**config.mk**
```make
export PLATFORM = sky130hd
export DESIGN_NAME = des_wb_ctrl
export DESIGN_NICKNAME = d
export VERILOG_FILES = /design/src/rtl/des_wb_ctrl.sv
export SDC_FILE = /design/constraint.sdc
export NUM_CORES = 1
export LEC_CHECK = 0
export BUFFER_PORTS_ARGS = -buffer_cell sky130_fd_sc_hd__buf_2
export CAP_MARGIN = 0
export CORE_MARGIN = 1.5
export CORE_UTILIZATION = 56
export CTS_CLUSTER_DIAMETER = 40
export DETAILED_ROUTE_END_ITERATION = 10
export GPL_TIMING_DRIVEN = 0
export PLACE_DENSITY = 0.85
export SLEW_MARGIN = 15
export SYNTH_ARGS = -nofsm -noshare
export SYNTH_HDL_FRONTEND = slang
export SYNTH_SLANG_ARGS = --single-unit
```
**constraint.sdc**
```tcl
create_clock -name clk -period 18.9 [get_ports clk]
set_input_delay 3.78 -clock clk [delete_from_list [all_inputs] [get_ports clk]]
set_output_delay 3.78 -clock clk [all_outputs]
set_load 0.005 [all_outputs]
```
**src/rtl/des_wb_ctrl.sv**
```systemverilog
// des_wb_ctrl: Wishbone register front end and one-shot sequencer for the DES engine.
module des_wb_ctrl #(
  parameter logic [31:0] BASE_ADDR = 32'h3000_0000,
  parameter int          TIMEOUT   = 64,
  parameter int          TO_W      = 7
) (
  input  logic        clk,
  input  logic        reset,
  input  logic        i_wb_cyc,
  input  logic        i_wb_stb,
  input  logic        i_wb_we,
  input  logic [3:0]  i_wb_sel,
  input  logic [31:0] i_wb_addr,
  input  logic [31:0] i_wb_data,
  output logic        o_wb_ack,
  output logic [31:0] o_wb_data,
  output logic        o_des_start,
  output logic        o_des_decrypt,
  output logic [63:0] o_des_key,
  output logic [63:0] o_des_din,
  input  logic        i_des_done,
  input  logic [63:0] i_des_dout,
  output logic        o_irq
);
  typedef enum logic [1:0] {IDLE, LOAD, WAIT} state_t;
  state_t state_q, state_d;
  logic ack_q, decrypt_q, irq_en_q, done_q, err_q;
  logic [31:0] rdata_q, rdata;
  logic [63:0] key_q, din_q, dout_q;
  logic [TO_W-1:0] cnt_q;
  logic req, wr, busy, start, done_hit, timeout, ctrl_wr, stat_wr, unused_ok;
  logic [5:0] off;

  function automatic logic [31:0] bw(input logic [31:0] o, input logic [31:0] d, input logic [3:0] s);
    return {s[3] ? d[31:24] : o[31:24], s[2] ? d[23:16] : o[23:16],
            s[1] ? d[15:8] : o[15:8], s[0] ? d[7:0] : o[7:0]};
  endfunction

  // A request is not sampled in the ack cycle, so acks can never be back to back.
  assign req       = i_wb_cyc & i_wb_stb & ~ack_q & (i_wb_addr[31:8] == BASE_ADDR[31:8]);
  assign wr        = req & i_wb_we;
  assign off       = i_wb_addr[7:2];
  assign busy      = state_q != IDLE;
  assign ctrl_wr   = wr && off == 6'd0 && i_wb_sel[0];
  assign stat_wr   = wr && off == 6'd1 && i_wb_sel[0];
  assign start     = ctrl_wr && i_wb_data[0] && !busy;
  assign done_hit  = state_q == WAIT && i_des_done;
  assign timeout   = state_q == WAIT && !i_des_done && cnt_q == TO_W'(TIMEOUT - 1);
  assign unused_ok = ^i_wb_addr[1:0];

  always_ff @(posedge clk or posedge reset)
    if (reset) state_q <= IDLE;
    else state_q <= state_d;

  always_comb
    state_d = state_q == IDLE ? (start ? LOAD : IDLE) :
              state_q == LOAD ? WAIT :
              (done_hit || timeout) ? IDLE : WAIT;

  always_comb begin
    o_des_start   = state_q == LOAD;
    o_irq         = done_q & irq_en_q;
    o_wb_ack      = ack_q;
    o_wb_data     = rdata_q;
    o_des_decrypt = decrypt_q;
    o_des_key     = key_q;
    o_des_din     = din_q;
  end

  always_comb
    rdata = off == 6'd0 ? {29'd0, irq_en_q, decrypt_q, 1'b0} :
            off == 6'd1 ? {29'd0, err_q, done_q, busy} :
            off == 6'd2 ? key_q[63:32] :
            off == 6'd3 ? key_q[31:0] :
            off == 6'd4 ? din_q[63:32] :
            off == 6'd5 ? din_q[31:0] :
            off == 6'd6 ? dout_q[63:32] :
            off == 6'd7 ? dout_q[31:0] : 32'd0;

  always_ff @(posedge clk or posedge reset)
    if (reset) begin
      ack_q     <= 1'b0;
      rdata_q   <= '0;
      decrypt_q <= 1'b0;
      irq_en_q  <= 1'b0;
      done_q    <= 1'b0;
      err_q     <= 1'b0;
      key_q     <= '0;
      din_q     <= '0;
      dout_q    <= '0;
      cnt_q     <= '0;
    end else begin
      ack_q   <= req;
      rdata_q <= (req && !i_wb_we) ? rdata : '0;
      cnt_q   <= state_q == WAIT ? cnt_q + 1'b1 : '0;
      if (ctrl_wr) irq_en_q <= i_wb_data[2];
      if (ctrl_wr && !busy) decrypt_q <= i_wb_data[1];
      // Engine completion wins over a simultaneous software clear.
      done_q <= done_hit | (done_q & ~(stat_wr & i_wb_data[1]));
      err_q  <= timeout | (err_q & ~(stat_wr & i_wb_data[2]));
      if (done_hit) dout_q <= i_des_dout;
      if (wr && !busy) begin
        if (off == 6'd2) key_q[63:32] <= bw(key_q[63:32], i_wb_data, i_wb_sel);
        if (off == 6'd3) key_q[31:0]  <= bw(key_q[31:0], i_wb_data, i_wb_sel);
        if (off == 6'd4) din_q[63:32] <= bw(din_q[63:32], i_wb_data, i_wb_sel);
        if (off == 6'd5) din_q[31:0]  <= bw(din_q[31:0], i_wb_data, i_wb_sel);
      end
    end
endmodule

```
==> reports/metrics.cfg <==
[clocking]
cts_resized=0
clk-insertion-delay-late_ps=500
cts_max_level=2
clockBufferDepth=3
path_clk_slew_ps=50
cts_setup_buffers=0
cts_hold_buf=0
cts-root-buf=clkbuf_16
cts_buffers=35
clock_sinks=238
cts_tree=done

[power_and_ir_drop]
combPwrFrac_pct=4.8
switching_share_pct=22.60
irDropWorstVdd_mv=0.07414
p_switching_mw=0.2811
p_per_area_nw_per_um2=92.03
power.internal_mw=0.9629
leakage_nw=7.130
p_total_mw=1.244
p_clk_share_pct=53.3
power_frac_seq_pct=41.9

[worst_setup_path]
r2r_start=o_wb_ack$_DFF_PP0_
cp.buffers_inverters=2
reg2regPathDepth=5
path_max_fanout=10
crit_path_end=o_des_key[61]$_DFFE_PP0P_
max_stage_delay_ps=750
arrival_ps=6240
worstReg2RegEnd=o_des_key[61]$_DFFE_PP0P_
r2r_setup_slack_ps=16130
start_kind=primary input
crit_path_top_delay_cell=nor4_4
end_kind=flop
cp.required_ps=19270
crit_family=simple AND/OR/NAND/NOR gates
cp_cell_sequence=buf_2 -> nor4_1 -> nand4_1 -> buf_4 -> nor4_4 -> mux2_2
startpoint=i_wb_addr[12]
crit_type=primary input to flop
crit_cells=6

[grt]
grt-busiest-layer=met2
grt_max_degree=115
grt_pass1_vias=8373
met3_usage_pct=8.293
overflow=0
grt_use_total_pct=32.09
grt.met2_usage_pct=55.46
antenna_found_initial=1
grt_pass1_wl_mm=47.21
use_met1_pct=39.23

[yosys]
synth-simple-area-share_pct=8.869
synthesis.nets=848
synth_cell_type_count=44
synth_top_family_by_area=multiplexers
syn_area_um2=10450
ys.flop_type=dfrtp_1
yosysWarnings=0
ys_async_sr_fraction_pct=100.0
synthMuxAreaShare_pct=28.31
synthAdderAreaFrac_pct=0.1197
synth-compound-area-share_pct=3.363
synth_xor_area_share_pct=0.2513
syn_area_per_cell_um2=14.74
ys_seq_area_share_pct=56.97
synth_edf_count=0
ys_seq_elements=238
synthCells=709

[sta]
fin_hold_ws_ps=463.3
finalCritPeriodShare_pct=31.05
tns_ps=0
min_period_ps=5868
setup_viol=0
fmax_ghz=0.1704
hold_violations=0
rsz0062_at_grt=false
fin_skew_ps=17.23
finalWorstSetupSlack_ps=13030
max_slew_margin_pct=44.29
worstMarginPinSlew_ps=829.4
report.final.slew_viol_count=0

[finish]
final_util_pct=74.49
nNetsFinal=1185
final_cells=1303
layout-drive-gt1-share_pct=58.02
design_area_um2=13520
area_delta_synth_final_pct=29.31

[routing]
dr_total_vias=7883
ant_nets=0
detail_route.iter0.violations=416
wire_per_inst_um=23.70
detail_route.wirelength_mm=30.89
drc_errors=50
viasPerCell=6.050
dr.pass1.iters=8

[die]
rows=49
start_util_pct=57.60
die-area_um2=19500
core_area_um2=18150
die_y_um=139.6
dieWidth_um=139.6
io_pins=302

[outcome]
violations=DRC
outcome=finished with violations

[place]
hpwl_mm=21.67
post-place-ws_ps=12560
io_buffer_count=298
placed_area_um2=12290
gp_congestion=0.8999
dpl.cell_count=1238

[run]
cap_violations=0

[hold_path]
hold_class=flop to flop

-- layer usage --
layer / share of wire [%] / vias up
li1: - / 3394
met1: 38 / 4036
met2: 51 / 379
met3: 8.7 / 74
met4: 3.2 / 0
met5: 0 / -
-- state kept, by name, indices dropped and copies added (netlist names) --
name and cells:
dout_q 64, o_des_din 64, o_des_key 64, o_wb_data 32, cnt_q 7, state_q 2
done_q 1, err_q 1, irq_en_q 1, o_des_decrypt 1, o_wb_ack 1
-- worst register-to-register path: stages, from the launching register on --
cell and delay, ps:
dfrtp_1 390, nor4bb_1 350, nand4_1 390, buf_4 360, nor4_4 750, mux2_2 410
-- cells in the final DEF, fill, tap and decap left out, types with 4 or more instances in the layout --
master | Yosys | routed
buf_2 | 15 | 313
dfrtp_1 | 238 | 238
mux2_2 | 195 | 195
nor2_1 | 40 | 40
clkbuf_16 | 0 | 37
nor4_1 | 35 | 35
mux4_2 | 33 | 33
clkbuf_1 | 27 | 30
a221oi_1 | 29 | 29
nor4_4 | 7 | 9
nand3_1 | 8 | 8
nand2_1 | 7 | 7
clkinv_2 | 0 | 7
nor3_1 | 6 | 6
and4_1 | 5 | 5
inv_1 | 5 | 4
nand4bb_1 | 4 | 4
and3_1 | 4 | 4
nand4_1 | 4 | 4
or3_1 | 4 | 4
bufinv_16 | 0 | 4
inv_6 | 0 | 4
-- how the worst min path moves through the flow --
| stage | slack [ps] | endpoint | start | cells past startpoint |
|---|---|---|---|---|
| after floorplan | 430 | cnt_q[0]$_DFF_PP0_ | cnt_q[0]$_DFF_PP0_ | 1 |
| after global placement | 450 | cnt_q[0]$_DFF_PP0_ | cnt_q[0]$_DFF_PP0_ | 1 |
| after detailed placement | 460 | cnt_q[0]$_DFF_PP0_ | cnt_q[0]$_DFF_PP0_ | 1 |
| after CTS | 460 | cnt_q[0]$_DFF_PP0_ | cnt_q[0]$_DFF_PP0_ | 1 |
| after global routing | 500 | cnt_q[0]$_DFF_PP0_ | cnt_q[0]$_DFF_PP0_ | 1 |
| final | 460 | cnt_q[0]$_DFF_PP0_ | cnt_q[0]$_DFF_PP0_ | 1 |
-- area by class of cell --
cell class / count / area [um2]
Antenna cell: 2 / 5.005
Buffer: 46 / 202.7
Clock buffer: 41 / 950.9
Clock inverter: 22 / 250.2
Fill cell: 1188 / 4629
Inverter: 5 / 26.28
Multi-Input combinational cell: 420 / 4294
Sequential cell: 238 / 5956
Tap cell: 229 / 286.5
Timing Repair Buffer: 300 / 1546
-- cell families after synthesis --
family	after synthesis
xor+xnor	3
simple gates	143
mux	230
flops	238
buf+inv	51
fa+ha+maj	1
compound gates	43
-- power by group through the flow --
| stage | Clock, mW | Sequential (mW) | Combinational (mW) |
|---|---|---|---|
| after floorplan | 0 | 0.528 | 0.0310 |
| after global placement | 0 | 0.529 | 0.0569 |
| after detailed placement | 0 | 0.530 | 0.0600 |
| after CTS | 0.668 | 0.521 | 0.0606 |
| after global routing | 0.689 | 0.521 | 0.0656 |
| final | 0.664 | 0.521 | 0.0598 |
-- Yosys cell counts (6+ instances only) --
cell type	number	share of area (%)
nand2_1	7	0.25
nor2_1	40	1.4
clkbuf_1	27	0.97
nor4_1	35	2.1
nor4_4	7	1.4
nor3_1	6	0.29
a221oi_1	29	2.4
dfrtp_1	238	57
mux4_2	33	7.1
nand3_1	8	0.38
buf_2	15	0.72
mux2_2	195	21
No activity file was read; power rests on OpenSTA's default activity.
